$ cat config.mk
export PLATFORM = sky130hd
export DESIGN_NAME = decode_stage
export DESIGN_NICKNAME = d
export VERILOG_FILES = /design/src/rtl/decode_stage.sv
export SDC_FILE = /design/constraint.sdc
export NUM_CORES = 1
export LEC_CHECK = 0
export BUFFER_PORTS_ARGS = -buffer_cell sky130_fd_sc_hd__buf_4
export CORE_MARGIN = 3
export CORE_UTILIZATION = 40
export DETAILED_ROUTE_END_ITERATION = 8
export GPL_TIMING_DRIVEN = 0
export MAX_ROUTING_LAYER = met4
export SLEW_MARGIN = 20
export SYNTH_ARGS = -nofsm -noshare
export SYNTH_HDL_FRONTEND = slang
export SYNTH_SLANG_ARGS = --single-unit
$ cat constraint.sdc
create_clock -name clk -period 1.9 [get_ports clk]
set_input_delay 0.57 -clock clk [delete_from_list [all_inputs] [get_ports clk]]
set_output_delay 0.57 -clock clk [all_outputs]
set_load 0.005 [all_outputs]
$ cat src/rtl/decode_stage.sv
// RV32I decode pipeline stage: control/immediate generation, main + skid registers, flush.
// Optional illegal-encoding trap checking is built when DECODE_ILLEGAL_TRAP_EN is defined.
module decode_stage #(
    parameter int XLEN = 32
) (
    input  logic            clk,
    input  logic            rst_n,
    input  logic            flush,
    input  logic            in_valid,
    output logic            in_ready,
    input  logic [31:0]     in_ins,
    input  logic [XLEN-1:0] in_pc,
    output logic            out_valid,
    input  logic            out_ready,
    output logic [XLEN-1:0] out_pc,
    output logic [4:0]      out_rs1,
    output logic [4:0]      out_rs2,
    output logic [4:0]      out_rd,
    output logic [XLEN-1:0] out_imm,
    output logic            out_br,
    output logic            out_mem_to_reg,
    output logic            out_mem_write,
    output logic            out_alu_src,
    output logic            out_reg_write,
    output logic            out_pc_to_reg,
    output logic            out_alu_to_pc,
    output logic [2:0]      out_br_cond,
    output logic [3:0]      out_alu_op,
    output logic            out_a_is_pc,
    output logic            out_illegal
);
    localparam logic [6:0] OP_R      = 7'b0110011;
    localparam logic [6:0] OP_IMM    = 7'b0010011;
    localparam logic [6:0] OP_LOAD   = 7'b0000011;
    localparam logic [6:0] OP_STORE  = 7'b0100011;
    localparam logic [6:0] OP_BRANCH = 7'b1100011;
    localparam logic [6:0] OP_JAL    = 7'b1101111;
    localparam logic [6:0] OP_JALR   = 7'b1100111;
    localparam logic [6:0] OP_LUI    = 7'b0110111;
    localparam logic [6:0] OP_AUIPC  = 7'b0010111;

    localparam logic [3:0] ALU_ADD  = 4'd0;
    localparam logic [3:0] ALU_SUB  = 4'd1;
    localparam logic [3:0] ALU_SLL  = 4'd2;
    localparam logic [3:0] ALU_SLT  = 4'd3;
    localparam logic [3:0] ALU_SLTU = 4'd4;
    localparam logic [3:0] ALU_XOR  = 4'd5;
    localparam logic [3:0] ALU_SRL  = 4'd6;
    localparam logic [3:0] ALU_SRA  = 4'd7;
    localparam logic [3:0] ALU_OR   = 4'd8;
    localparam logic [3:0] ALU_AND  = 4'd9;
    localparam logic [3:0] ALU_PASS = 4'd10;

    typedef struct packed {
        logic [XLEN-1:0] pc;
        logic [4:0]      rs1;
        logic [4:0]      rs2;
        logic [4:0]      rd;
        logic [XLEN-1:0] imm;
        logic            br;
        logic            mem_to_reg;
        logic            mem_write;
        logic            alu_src;
        logic            reg_write;
        logic            pc_to_reg;
        logic            alu_to_pc;
        logic [2:0]      br_cond;
        logic [3:0]      alu_op;
        logic            a_is_pc;
        logic            illegal;
    } beat_t;

    function automatic logic [XLEN-1:0] sext32(input logic [31:0] v);
        logic [XLEN-1:0] r;
        r       = {XLEN{v[31]}};
        r[31:0] = v;
        return r;
    endfunction

    // alt selects SUB for funct3 000 and SRA for funct3 101
    function automatic logic [3:0] alu_from_funct3(input logic [2:0] f3, input logic alt);
        logic [3:0] op;
        case (f3)
            3'b000:  op = alt ? ALU_SUB : ALU_ADD;
            3'b001:  op = ALU_SLL;
            3'b010:  op = ALU_SLT;
            3'b011:  op = ALU_SLTU;
            3'b100:  op = ALU_XOR;
            3'b101:  op = alt ? ALU_SRA : ALU_SRL;
            3'b110:  op = ALU_OR;
            3'b111:  op = ALU_AND;
            default: op = ALU_ADD;
        endcase
        return op;
    endfunction

    logic [6:0] opcode_s;
    logic [2:0] funct3_s;
    logic [XLEN-1:0] imm_i_s, imm_s_s, imm_b_s, imm_j_s, imm_u_s;
    beat_t raw_s, dec_s, main_r, skid_r;
    logic main_valid_r, skid_valid_r, in_ready_r;
    logic main_valid_s, skid_valid_s;
    logic in_fire_s, out_fire_s;
    logic take_in_main_s, take_skid_main_s, take_in_skid_s;

    assign opcode_s = in_ins[6:0];
    assign funct3_s = in_ins[14:12];
    assign imm_i_s  = sext32({{20{in_ins[31]}}, in_ins[31:20]});
    assign imm_s_s  = sext32({{20{in_ins[31]}}, in_ins[31:25], in_ins[11:7]});
    assign imm_b_s  = sext32({{19{in_ins[31]}}, in_ins[31], in_ins[7], in_ins[30:25], in_ins[11:8], 1'b0});
    assign imm_j_s  = sext32({{11{in_ins[31]}}, in_ins[31], in_ins[19:12], in_ins[20], in_ins[30:21], 1'b0});
    assign imm_u_s  = sext32({in_ins[31:12], 12'b0});

    // Base decode of the incoming instruction word
    always_comb begin
        raw_s     = '0;
        raw_s.pc  = in_pc;
        raw_s.rs1 = in_ins[19:15];
        raw_s.rs2 = in_ins[24:20];
        raw_s.rd  = in_ins[11:7];
        case (opcode_s)
            OP_R: begin
                raw_s.reg_write = 1'b1;
                raw_s.alu_op    = alu_from_funct3(funct3_s, in_ins[30]);
            end
            OP_IMM: begin
                raw_s.alu_src   = 1'b1;
                raw_s.reg_write = 1'b1;
                raw_s.alu_op    = alu_from_funct3(funct3_s, (funct3_s == 3'b101) & in_ins[30]);
                raw_s.imm       = (funct3_s == 3'b001 || funct3_s == 3'b101)
                                  ? {{(XLEN-5){1'b0}}, in_ins[24:20]} : imm_i_s;
            end
            OP_LOAD: begin
                raw_s.alu_src    = 1'b1;
                raw_s.mem_to_reg = 1'b1;
                raw_s.reg_write  = 1'b1;
                raw_s.imm        = imm_i_s;
            end
            OP_STORE: begin
                raw_s.alu_src   = 1'b1;
                raw_s.mem_write = 1'b1;
                raw_s.imm       = imm_s_s;
            end
            OP_BRANCH: begin
                raw_s.br      = 1'b1;
                raw_s.br_cond = funct3_s;
                raw_s.imm     = imm_b_s;
                case (funct3_s[2:1])
                    2'b10:   raw_s.alu_op = ALU_SLT;
                    2'b11:   raw_s.alu_op = ALU_SLTU;
                    default: raw_s.alu_op = ALU_SUB;
                endcase
            end
            OP_JAL: begin
                raw_s.pc_to_reg = 1'b1;
                raw_s.reg_write = 1'b1;
                raw_s.a_is_pc   = 1'b1;
                raw_s.alu_src   = 1'b1;
                raw_s.imm       = imm_j_s;
            end
            OP_JALR: begin
                raw_s.alu_to_pc = 1'b1;
                raw_s.pc_to_reg = 1'b1;
                raw_s.reg_write = 1'b1;
                raw_s.alu_src   = 1'b1;
                raw_s.imm       = imm_i_s;
            end
            OP_LUI: begin
                raw_s.alu_src   = 1'b1;
                raw_s.reg_write = 1'b1;
                raw_s.alu_op    = ALU_PASS;
                raw_s.imm       = imm_u_s;
            end
            OP_AUIPC: begin
                raw_s.a_is_pc   = 1'b1;
                raw_s.alu_src   = 1'b1;
                raw_s.reg_write = 1'b1;
                raw_s.imm       = imm_u_s;
            end
            default: raw_s.alu_op = ALU_ADD;
        endcase
    end

`ifdef DECODE_ILLEGAL_TRAP_EN
    logic illegal_s;

    // Encoding validity check per opcode
    always_comb begin
        illegal_s = 1'b0;
        case (opcode_s)
            OP_R:      illegal_s = (in_ins[31:25] != 7'b0000000 && in_ins[31:25] != 7'b0100000) ||
                                   (in_ins[31:25] == 7'b0100000 && funct3_s != 3'b000 && funct3_s != 3'b101);
            OP_BRANCH: illegal_s = (funct3_s == 3'b010) || (funct3_s == 3'b011);
            OP_LOAD:   illegal_s = (funct3_s == 3'b011) || (funct3_s == 3'b110) || (funct3_s == 3'b111);
            OP_STORE:  illegal_s = (funct3_s > 3'b010);
            OP_JALR:   illegal_s = (funct3_s != 3'b000);
            OP_IMM, OP_JAL, OP_LUI, OP_AUIPC: illegal_s = 1'b0;
            default:   illegal_s = 1'b1;
        endcase
        illegal_s = illegal_s | (in_ins[1:0] != 2'b11);
    end

    // Suppress architectural side effects of an illegal instruction
    always_comb begin
        dec_s = raw_s;
        if (illegal_s) begin
            dec_s.illegal   = 1'b1;
            dec_s.reg_write = 1'b0;
            dec_s.mem_write = 1'b0;
            dec_s.br        = 1'b0;
            dec_s.alu_to_pc = 1'b0;
            dec_s.pc_to_reg = 1'b0;
        end else begin
            dec_s.illegal = 1'b0;
        end
    end
`else
    assign dec_s = raw_s;
`endif

    assign in_fire_s  = in_valid & in_ready_r;
    assign out_fire_s = main_valid_r & out_ready;

    // Main/skid occupancy and routing of the next beat
    always_comb begin
        main_valid_s     = main_valid_r;
        skid_valid_s     = skid_valid_r;
        take_in_main_s   = 1'b0;
        take_skid_main_s = 1'b0;
        take_in_skid_s   = 1'b0;
        if (flush) begin
            main_valid_s = 1'b0;
            skid_valid_s = 1'b0;
        end else if (skid_valid_r) begin
            if (out_fire_s) begin
                take_skid_main_s = 1'b1;
                skid_valid_s     = 1'b0;
                main_valid_s     = 1'b1;
            end else begin
                main_valid_s = main_valid_r;
            end
        end else if (in_fire_s) begin
            if (!main_valid_r || out_ready) begin
                take_in_main_s = 1'b1;
                main_valid_s   = 1'b1;
            end else begin
                take_in_skid_s = 1'b1;
                skid_valid_s   = 1'b1;
            end
        end else if (out_fire_s) begin
            main_valid_s = 1'b0;
        end else begin
            main_valid_s = main_valid_r;
        end
    end

    // Pipeline registers
    always_ff @(posedge clk or negedge rst_n) begin
        if (!rst_n) begin
            main_r       <= '0;
            skid_r       <= '0;
            main_valid_r <= 1'b0;
            skid_valid_r <= 1'b0;
            in_ready_r   <= 1'b1;
        end else begin
            main_valid_r <= main_valid_s;
            skid_valid_r <= skid_valid_s;
            in_ready_r   <= ~skid_valid_s;
            if (take_in_main_s) begin
                main_r <= dec_s;
            end else if (take_skid_main_s) begin
                main_r <= skid_r;
            end
            if (take_in_skid_s) begin
                skid_r <= dec_s;
            end
        end
    end

    assign in_ready       = in_ready_r;
    assign out_valid      = main_valid_r;
    assign out_pc         = main_r.pc;
    assign out_rs1        = main_r.rs1;
    assign out_rs2        = main_r.rs2;
    assign out_rd         = main_r.rd;
    assign out_imm        = main_r.imm;
    assign out_br         = main_r.br;
    assign out_mem_to_reg = main_r.mem_to_reg;
    assign out_mem_write  = main_r.mem_write;
    assign out_alu_src    = main_r.alu_src;
    assign out_reg_write  = main_r.reg_write;
    assign out_pc_to_reg  = main_r.pc_to_reg;
    assign out_alu_to_pc  = main_r.alu_to_pc;
    assign out_br_cond    = main_r.br_cond;
    assign out_alu_op     = main_r.alu_op;
    assign out_a_is_pc    = main_r.a_is_pc;
    assign out_illegal    = main_r.illegal;
endmodule

Yosys cells after proc, flatten, opt, wreduce, memory -nomap -nowiden
Cells that the tools add are included.

Register bits: 192. Bits of input ports: 69. Output and inout port bits: 97. Logic and storage cells: 112.

Equality and inequality tests: 20. Mux-type cells: 41. Bitwise operators: 4. Reduce and logical (&&, ||, !) cells: 13.

Operators with widths (number): case mux 32 bit (6 select lines) (1); 2-to-1 mux 95 bit (2); case mux 4 bit (8 select lines) (2); 2-to-1 mux 1 bit (32); 2-to-1 mux 32 bit (1); equality test 7 x 6 -> 1 bit (second input constant) (3); equality test 7 bit (second input constant) (3); case mux 4 bit (4 select lines) (1); equality test 7 x 5 -> 1 bit (second input constant) (2); OR reduction 7 bit (2); equality test 3 bit (second input constant) (4); OR reduction 2 bit (4); equality test 7 x 2 -> 1 bit (second input constant) (1); equality test 3 x 2 -> 1 bit (second input constant) (2); case mux 3 bit (2 select lines) (1); equality test 2 bit (second input constant) (2); != test 4 x 3 -> 1 bit (second input constant) (1); bitwise AND 1 bit (3); equality test 3 x 1 -> 1 bit (second input constant) (1); zero test 3 bit (1); 2-to-1 mux 3 bit (1); != test 3 x 2 -> 1 bit (second input constant) (1); AND reduction 3 bit (1); nonzero test 3 bit (1); other kinds (4) (5).

Depth between registers and ports, before layout
Gate-level depths: netlist of the first run.

Depth after elaboration: 7. Mapped depth: 6. Gate-level depth less buffers: 4.

Worst setup path before layout of the first run
Ideal clock, no wire load.

Path kind: input -> register. From: in in_ins[3]. To: reg main_r, in the netlist out_imm[21]. Setup time: 134 ps. Arrival time: 1668 ps. Data required time: 1766 ps. Path slack: 98 ps. Stages: 6. Buffers on the path: 2. Cell sequence: buf_2 -> and4bb_2 -> and3_1 -> a211oi_2 -> buf_2 -> a32oi_1.

Word-level cells in the longest chain between the ends: 4. Elaborated cells on any way between the ends: 12. Classes of those cells: 8 x eq/ne; 2 x mux; 2 x reduce/logical.

RTL lines: start, declared (line 11) `input logic [31:0] in_ins,`; equality test 7 x 5 -> 1 bit, or another cell as far along (line 121) `case (opcode_s)`; OR reduction 2 bit (no line); case mux 32 bit (6 select lines) (*) (line 121); 2-to-1 mux 95 bit (*) (line 269) `if (take_in_main_s) begin`; end signal, assigned (line 270) `main_r <= dec_s;`; end signal, assigned (line 272) `main_r <= skid_r;`; end, declared (line 100) `beat_t raw_s, dec_s, main_r, skid_r;`.

Every way passes the cells marked *; elsewhere a longest branch is shown, timed or not. A chain may end at the register's enable or synchronous reset.

Worst setup path after layout of the first run
From: reg in_ready_r (netlist: in_ready). To: reg skid_r[32] (netlist name).

Word-level cells in the longest chain between the ends: 4.

RTL lines: start, declared (line 101) `logic main_valid_r, skid_valid_r, in_ready_r;`; start signal, assigned (line 268) `in_ready_r <= ~skid_valid_s;`; bitwise AND 1 bit (line 221) `assign in_fire_s = in_valid & in_ready_r;`; 2-to-1 mux 1 bit (line 242) `end else if (in_fire_s) begin`; 2-to-1 mux 1 bit (line 234) `end else if (skid_valid_r) begin`; 2-to-1 mux 1 bit (line 231) `if (flush) begin`; end signal, assigned (line 275) `skid_r <= dec_s;`; end, declared (line 100).

No other way between the ends.

==> results of run 1 <==
[repair_timing]
item,4_1_cts,5_1_grt
pin swaps,1,0
hold buffers,1,0
endpoints found under the setup margin,111,135
cloned,0,1
hold endpoints to repair,28,0
setup buffers,3,1
gates resized for setup,12,35
[layer usage]
layer	up-vias	share of wire (%)	global-route usage, %
met1	3692	46	31.3
met3	18	5.8	3.89
met5	-	0	-
met4	0	1.0	5.22
met2	237	47	35.4
li1	3653	-	-
[worst min-delay path, cell delays in order]
cell and delay, ps:
sky130_fd_sc_hd__buf_4 90, sky130_fd_sc_hd__nand2_1 40, sky130_fd_sc_hd__nand2_1 40
[worst paths after layout]
kind | start | depth (start not counted) | end | slack [ps]
worst max-delay path | in_ready$_DFF_PN1_ | 5 | skid_r[32]$_DFFE_PN0P_ | 50
worst min-delay path | in_pc[2] | 3 | skid_r[65]$_DFFE_PN0P_ | 330
worst max register to register | in_ready$_DFF_PN1_ | 5 | skid_r[32]$_DFFE_PN0P_ | 50
worst min register to register | skid_r[85]$_DFFE_PN0P_ | 2 | skid_r[85]$_DFFE_PN0P_ | 470
max in group asynchronous | rst_n | 4 | skid_r[68]$_DFFE_PN0P_ | 220
min in group asynchronous | rst_n | 2 | out_imm[9]$_DFFE_PN0P_ | 590
[stage by stage]
step                hold WS, ps  utilization, %  setup slack (ps)  area, µm²  total power, mW
floorplan                   274               -              98.4       8610             6.04
global placement            457            48.2             -1110      10200             7.07
detailed placement          451            48.5              -690      10200             7.14
CTS                         318            52.0              4.37      11000             11.2
global route                333            52.2             -45.3      11000             11.7
finish                      331            52.2              51.3      11000             11.1
[cell families (layout without fill, tap and decap cells)]
family                 count (synthesis)  after routing
muxes                                 15             15
DFF                                  191            191
buffers and inverters                 74            273
AOI/OAI and AO/OA                    177            177
other                                  1              1
and+or+nand+nor                      518            518
[power by group]
part	switching (mW)	internal, mW	total (mW)
registers	0.406	4.77	5.18
clock network	1.60	2.47	4.08
logic	0.935	0.957	1.89
[cells in the final DEF (no fill, tap or decap), drive strengths merged, types with 2 or more instances in the layout]
| cell type | netlist | final |
|---|---|---|
| buf | 37 | 201 |
| inv | 4 | 7 |
| nor2b | 3 | 3 |
| a221o | 8 | 8 |
| a22oi | 5 | 5 |
| nor3 | 7 | 7 |
| nand3b | 5 | 5 |
| a21oi | 33 | 33 |
| or3b | 2 | 2 |
| nor3b | 2 | 2 |
| nand3 | 11 | 11 |
| nand2 | 369 | 369 |
| and4bb | 2 | 2 |
| nand4b | 4 | 4 |
| a32oi | 12 | 12 |
| mux2i | 12 | 12 |
| o21ai | 30 | 30 |
| a211oi | 7 | 7 |
| a31oi | 61 | 61 |
| o22ai | 6 | 6 |
| dfrtp | 190 | 190 |
| nand2b | 9 | 9 |
| and4b | 2 | 2 |
| clkbuf | 33 | 53 |
| bufinv | 0 | 6 |
| a211o | 8 | 8 |
| clkinv | 0 | 4 |
| and3 | 15 | 15 |
| nor2 | 82 | 82 |
| mux2 | 3 | 3 |
| a21o | 3 | 3 |
[final cells by class]
type                    count  share of cell area [%]
well taps                 275                    3.12
inverters                   4                   0.136
multi-input cells         711                    32.0
clock buffers              18                    3.90
flip-flops and latches    191                    43.4
clock inverters            14                    2.12
plain buffers              67                    3.15
repair buffers            170                    12.1
==> metrics.txt, run 1 <==
xor/xnor share of the synthesized area 0%; DIE AREA between 0.02 and 0.025 mm²; Simple-Gate Fraction of Synth Area about a quarter; final antenna diode count 0; final layout net count ~1200; sum of overflow across all layers after global routing 0; drt wl/cell 17.8 µm; type of destination of the critical path flop; via count between 7000 and 8000; kind of cell adding the most delay to the critical path flip-flops; input/output buffers 162; required time at the endpoint of the critical path 2220 ps; commonest register cell after synthesis sky130_fd_sc_hd__dfrtp_1; combinational family with the most area after synthesis simple AND/OR/NAND/NOR gates; VDD IR-drop max 0.598 mV; adder-cell share of the synthesized area 0%; max-cap violations 0; slowest stage cell, crit path sky130_fd_sc_hd__dfstp_2; syn nets 1045; Placed Cells 1415; Yosys cell types 51; final std cells w/o fill ~1500; die outline width between 150 and 200 µm; number of inserted filler cells in the final layout slightly above 2000; count of antenna-violating nets left after detailed routing 0; number of core rows 53; compound-cell area share of the yosys netlist between 10% and 20%; cts bufs inserted 17; Setup Total Neg Slack 0 ps; Gate Count Post-Synth 976; 1st-pass router iterations 5; CP Class reg -> reg; longest individual stage delay on the worst path 540 ps; synth-to-layout area growth 28.0%; most common cell in the synthesized netlist sky130_fd_sc_hd__nand2_1; peak clock frequency supported by timing 0.541 GHz; Vert. Die Dim 153 µm; number of top-level design ports 166; CTS tree yes; clock root buffer sky130_fd_sc_hd__clkbuf_16; worst min-delay path class in -> reg; Setup Viol. Count Final 0; total number of H-tree levels 4; largest register by flop count skid_r; Reg area 0.00478 mm²; number of enable-type register cells in the synthesized netlist 0; RePlAce Congestion 0.867; result of the run finished, final reports clean; fraction of synthesized cell area taken by the top area cell type a little under three fifths; worst-case clock skew 10.6 ps; Tightest Pin Transition 695 ps; vias per cell between 5 and 6; number of flip-flops under the largest register name 94; sum of buffers and inverters on the critical path 2; dpl hpwl 17.8 mm; number of hold violations in the final report 0; chain of cells forming the critical path and4bb_2 -> nand2_1 -> buf_6 -> clkbuf_4 -> a221o_1; Critical Path Start Type flop; Yosys Warn Count 0; clock tree buffer depth 2; vias in the first global route ~7600; LEAKAGE 5.41 nW; layout cells sized above 1 between 20% and 30%; unrepaired setup endpoints after global routing yes; leading post-synthesis cells by instance count 368 x sky130_fd_sc_hd__nand2_1, 190 x sky130_fd_sc_hd__dfrtp_1, 80 x sky130_fd_sc_hd__nor2_1, 60 x sky130_fd_sc_hd__a31oi_1; area of the core 0.0211 mm²; share of synthesized flip-flops with an asynchronous set or reset 100%; time the final worst path needs with I/O delays and setup 1850 ps; antenna violations before repair 0; synthesized flop and latch total 191; Crit path arrival time between 2000 and 2500 ps; power density over the cells just over 1000 mW/mm²; post-synthesis instance area 0.00861 mm²; sequential area share after synthesis 55.5%; total wire length 25.9 mm; post-synthesis cell type with the largest combined area sky130_fd_sc_hd__dfrtp_1; clock input transition at the sequential cells of the worst setup and hold paths 70 ps; area of combinational cells with multiple inputs 0.00353 mm²; synth top area cells sky130_fd_sc_hd__dfrtp_1 55%, sky130_fd_sc_hd__nand2_1 16%, sky130_fd_sc_hd__a31oi_1 4.4%; DRC marker count from the first detailed-route iteration 423; Max Slew Vio Count 0; maximum number of pins on one net before global-route repair 88; headroom to the max-slew limit a little over half; global router's overall resource usage between 20% and 30%; post-synthesis mux area share 1.79%; CTS sink cnt about 190; largest driver fanout on the critical path 10; fin crit share 97.3%; global-route wire length before repair 41.2 mm; Initial Util 40.8%; worst-skew pair later-pin latency 440 ps; synthesized area per cell 8.82 µm²; residual DRC count 0
No activity file was read; power rests on OpenSTA's default activity.
==> run 2: changes to the inputs <==
Clock period 1.9 ns to 1.6 ns, I/O delays scaled along.
==> run 2 against run 1 <==
Effect of this change:
- the run now ends with negative setup slack left
- global-route usage up 0.47 points
- register-to-register slack worse by 170 ps
- first-iteration DRC count grew 18%
- clock power up 6.1%
- setup slack worse by 170 ps
- critical path depth up 1
- worst hold slack worse by 81 ps
- critical endpoint is now skid_r[45]$_DFFE_PN0P_
- highest routed layer unchanged
==> metrics.txt, run 2 (synthesis gave the netlist of run 1 again) <==
number of hold violations in the final report 0 (unchanged); number of flip-flops under the largest register name 94 (unchanged); switch share 27.6% (was 26.4%); Setup Viol. Count Final 90 (was 0); Placed Cells 1415 (unchanged); number of core rows 53 (unchanged); highest-count cells in the layout ignoring fill and taps 359 x sky130_fd_sc_hd__nand2_1, 189 x sky130_fd_sc_hd__dfrtp_1, 178 x sky130_fd_sc_hd__buf_4 (was 368 x sky130_fd_sc_hd__nand2_1, 190 x sky130_fd_sc_hd__dfrtp_1, 169 x sky130_fd_sc_hd__buf_4); max-cap violations 0 (unchanged); LEAKAGE 5.67 nW (was 5.41 nW); CTS sink cnt 191 (unchanged); via count 7705 (was 7600); area of combinational cells with multiple inputs 0.00383 mm² (was 0.00353 mm²); final layout net count 1248 (was 1231); peak clock frequency supported by timing 0.581 GHz (was 0.541 GHz); headroom to the max-slew limit 63.3% (was 53.6%); maximum number of pins on one net before global-route repair 80 (was 88); clock input transition at the sequential cells of the worst setup and hold paths 70 ps (about the same); DRC marker count from the first detailed-route iteration 500 (was 423); sequential share of power 47.5% (was 46.5%); internal power component 9.38 mW (was 8.20 mW); unrepaired setup endpoints after global routing yes (unchanged); largest driver fanout on the critical path 10 (unchanged); clock root buffer sky130_fd_sc_hd__clkbuf_16 (unchanged); time the final worst path needs with I/O delays and setup 1720 ps (was 1850 ps); layout cells sized above 1 30.6% (was 23.5%); DIE AREA 0.0233 mm² (unchanged); combinational share of power 19.1% (was 17.0%); Reg area 0.00478 mm² (about the same); sum of overflow across all layers after global routing 0 (unchanged); Tightest Pin Transition 547 ps (was 695 ps); global router's overall resource usage 23.1% (was 22.7%); 1st-pass router iterations 7 (was 5); number of inserted filler cells in the final layout 1940 (was 2038); Max Slew Vio Count 0 (unchanged); relative contribution of the clock network to total power 33.4% (was 36.6%); Crit path arrival time 2030 ps (was 2170 ps); input/output buffers 162 (unchanged); worst-case clock skew 6.10 ps (was 10.6 ps); antenna violations before repair 0 (unchanged); switching power total 3.57 mW (was 2.94 mW); residual DRC count 0 (unchanged); number of top-level design ports 166 (unchanged); dpl hpwl 17.9 mm (was 17.8 mm); Critical Path Start Type flop (unchanged); post-route setup slack -123 ps (was 51.3 ps); area of the core 0.0211 mm² (unchanged); vias per cell 5.25 (was 5.24); type of destination of the critical path flop (unchanged); die outline width 153 µm (unchanged); RePlAce Congestion 0.921 (was 0.867); VDD IR-drop max 0.811 mV (was 0.598 mV); required time at the endpoint of the critical path 1910 ps (was 2220 ps); Place WS -894 ps (was -690 ps); global-route wire length before repair 42.2 mm (was 41.2 mm); drt wl/cell 18.1 µm (was 17.8 µm); result of the run finished, violations left (was finished, final reports clean); CP Class reg -> reg (unchanged); clock tree buffer depth 2 (unchanged); final std cells w/o fill 1467 (was 1450); Vert. Die Dim 153 µm (unchanged); vias in the first global route 7837 (was 7574); largest register by flop count skid_r (unchanged); fin crit share 108% (was 97.3%); worst slack on hold paths 250 ps (was 331 ps); cts bufs inserted 17 (unchanged); count of antenna-violating nets left after detailed routing 0 (unchanged); total number of H-tree levels 4 (unchanged); worst-skew pair later-pin latency 430 ps (was 440 ps); final antenna diode count 0 (unchanged); leading cell type in the layout, fill and taps excluded sky130_fd_sc_hd__nand2_1 (unchanged); power density over the cells 1100 mW/mm² (was 1010 mW/mm²); total wire length 26.6 mm (was 25.9 mm); CTS tree yes (unchanged); synth-to-layout area growth 37.4% (was 28.0%); Initial Util 40.8% (unchanged); worst min-delay path class in -> reg (unchanged); violations in the final reports negative setup slack
-- run 2: per-layer routing --
layer | vias to the layer above | track usage (%) | part of all wire, %
li1 | 3691 | - | -
met1 | 3735 | 31.5 | 44
met2 | 241 | 36.3 | 49
met3 | 38 | 3.72 | 5.5
met4 | 0 | 6.41 | 1.6
met5 | - | - | 0
-- run 2: power by group through the flow --
| stage | clock network (mW) | logic [mW] | registers (mW) |
|---|---|---|---|
| finish | 4.33 | 2.47 | 6.16 |
| global route | 4.61 | 2.76 | 6.26 |
| CTS | 4.41 | 2.33 | 6.14 |
| detailed placement | 0 | 2.26 | 6.22 |
| global placement | 0 | 2.19 | 6.21 |
| floorplan | 0 | 1.03 | 6.16 |
-- run 2: per-stage QoR --
stage	total power, mW	utilization, %	TNS (ps)	cell area, µm²
6_report	13.0	56.1	-3200	11800
5_1_grt	13.6	56.1	-10420	11800
4_1_cts	12.9	53.4	-4450	11300
3_5_place_dp	8.48	48.9	-106190	10300
3_3_place_gp	8.40	48.6	-350760	10200
2_1_floorplan	7.19	-	-154	8680
-- run 2: worst paths after layout --
kind / startpoint / end / slack, ps / cells past startpoint
setup / recovery: in_ready$_DFF_PN1_ / skid_r[45]$_DFFE_PN0P_ / -120 / 6
hold / removal: in_pc[13] / skid_r[76]$_DFFE_PN0P_ / 250 / 3
setup reg to reg: in_ready$_DFF_PN1_ / skid_r[45]$_DFFE_PN0P_ / -120 / 6
hold reg to reg: skid_r[15]$_DFFE_PN0P_ / skid_r[15]$_DFFE_PN0P_ / 470 / 2
max in group asynchronous: rst_n / skid_r[50]$_DFFE_PN0P_ / 290 / 3
min in group asynchronous: rst_n / out_imm[8]$_DFFE_PN0P_ / 550 / 2
-- run 2: what timing repair did --
action,4_1_cts,5_1_grt
setup buffers,7,7
pin swaps,4,16
gates cloned,0,5
resized for setup,91,140
hold buffers,1,0
endpoints found under the hold margin,46,0
endpoints found under the setup margin,188,188
-- run 2: cell type report --
cell class	count	area share, %
inverters	4	0.127
multi-input cells	711	32.4
clock buffers	20	3.95
flip-flops and latches	191	40.4
clock inverters	12	1.13
repair buffers	184	13.1
well taps	275	2.91
plain buffers	70	5.93
-- run 2: critical path: stages, from the launching register on --
cell and delay [ps]:
sky130_fd_sc_hd__dfstp_2 540, sky130_fd_sc_hd__and4bb_4 350, sky130_fd_sc_hd__nand2_8 90, sky130_fd_sc_hd__buf_12 160, sky130_fd_sc_hd__a211oi_4 200, sky130_fd_sc_hd__buf_6 180
sky130_fd_sc_hd__a21oi_1 80
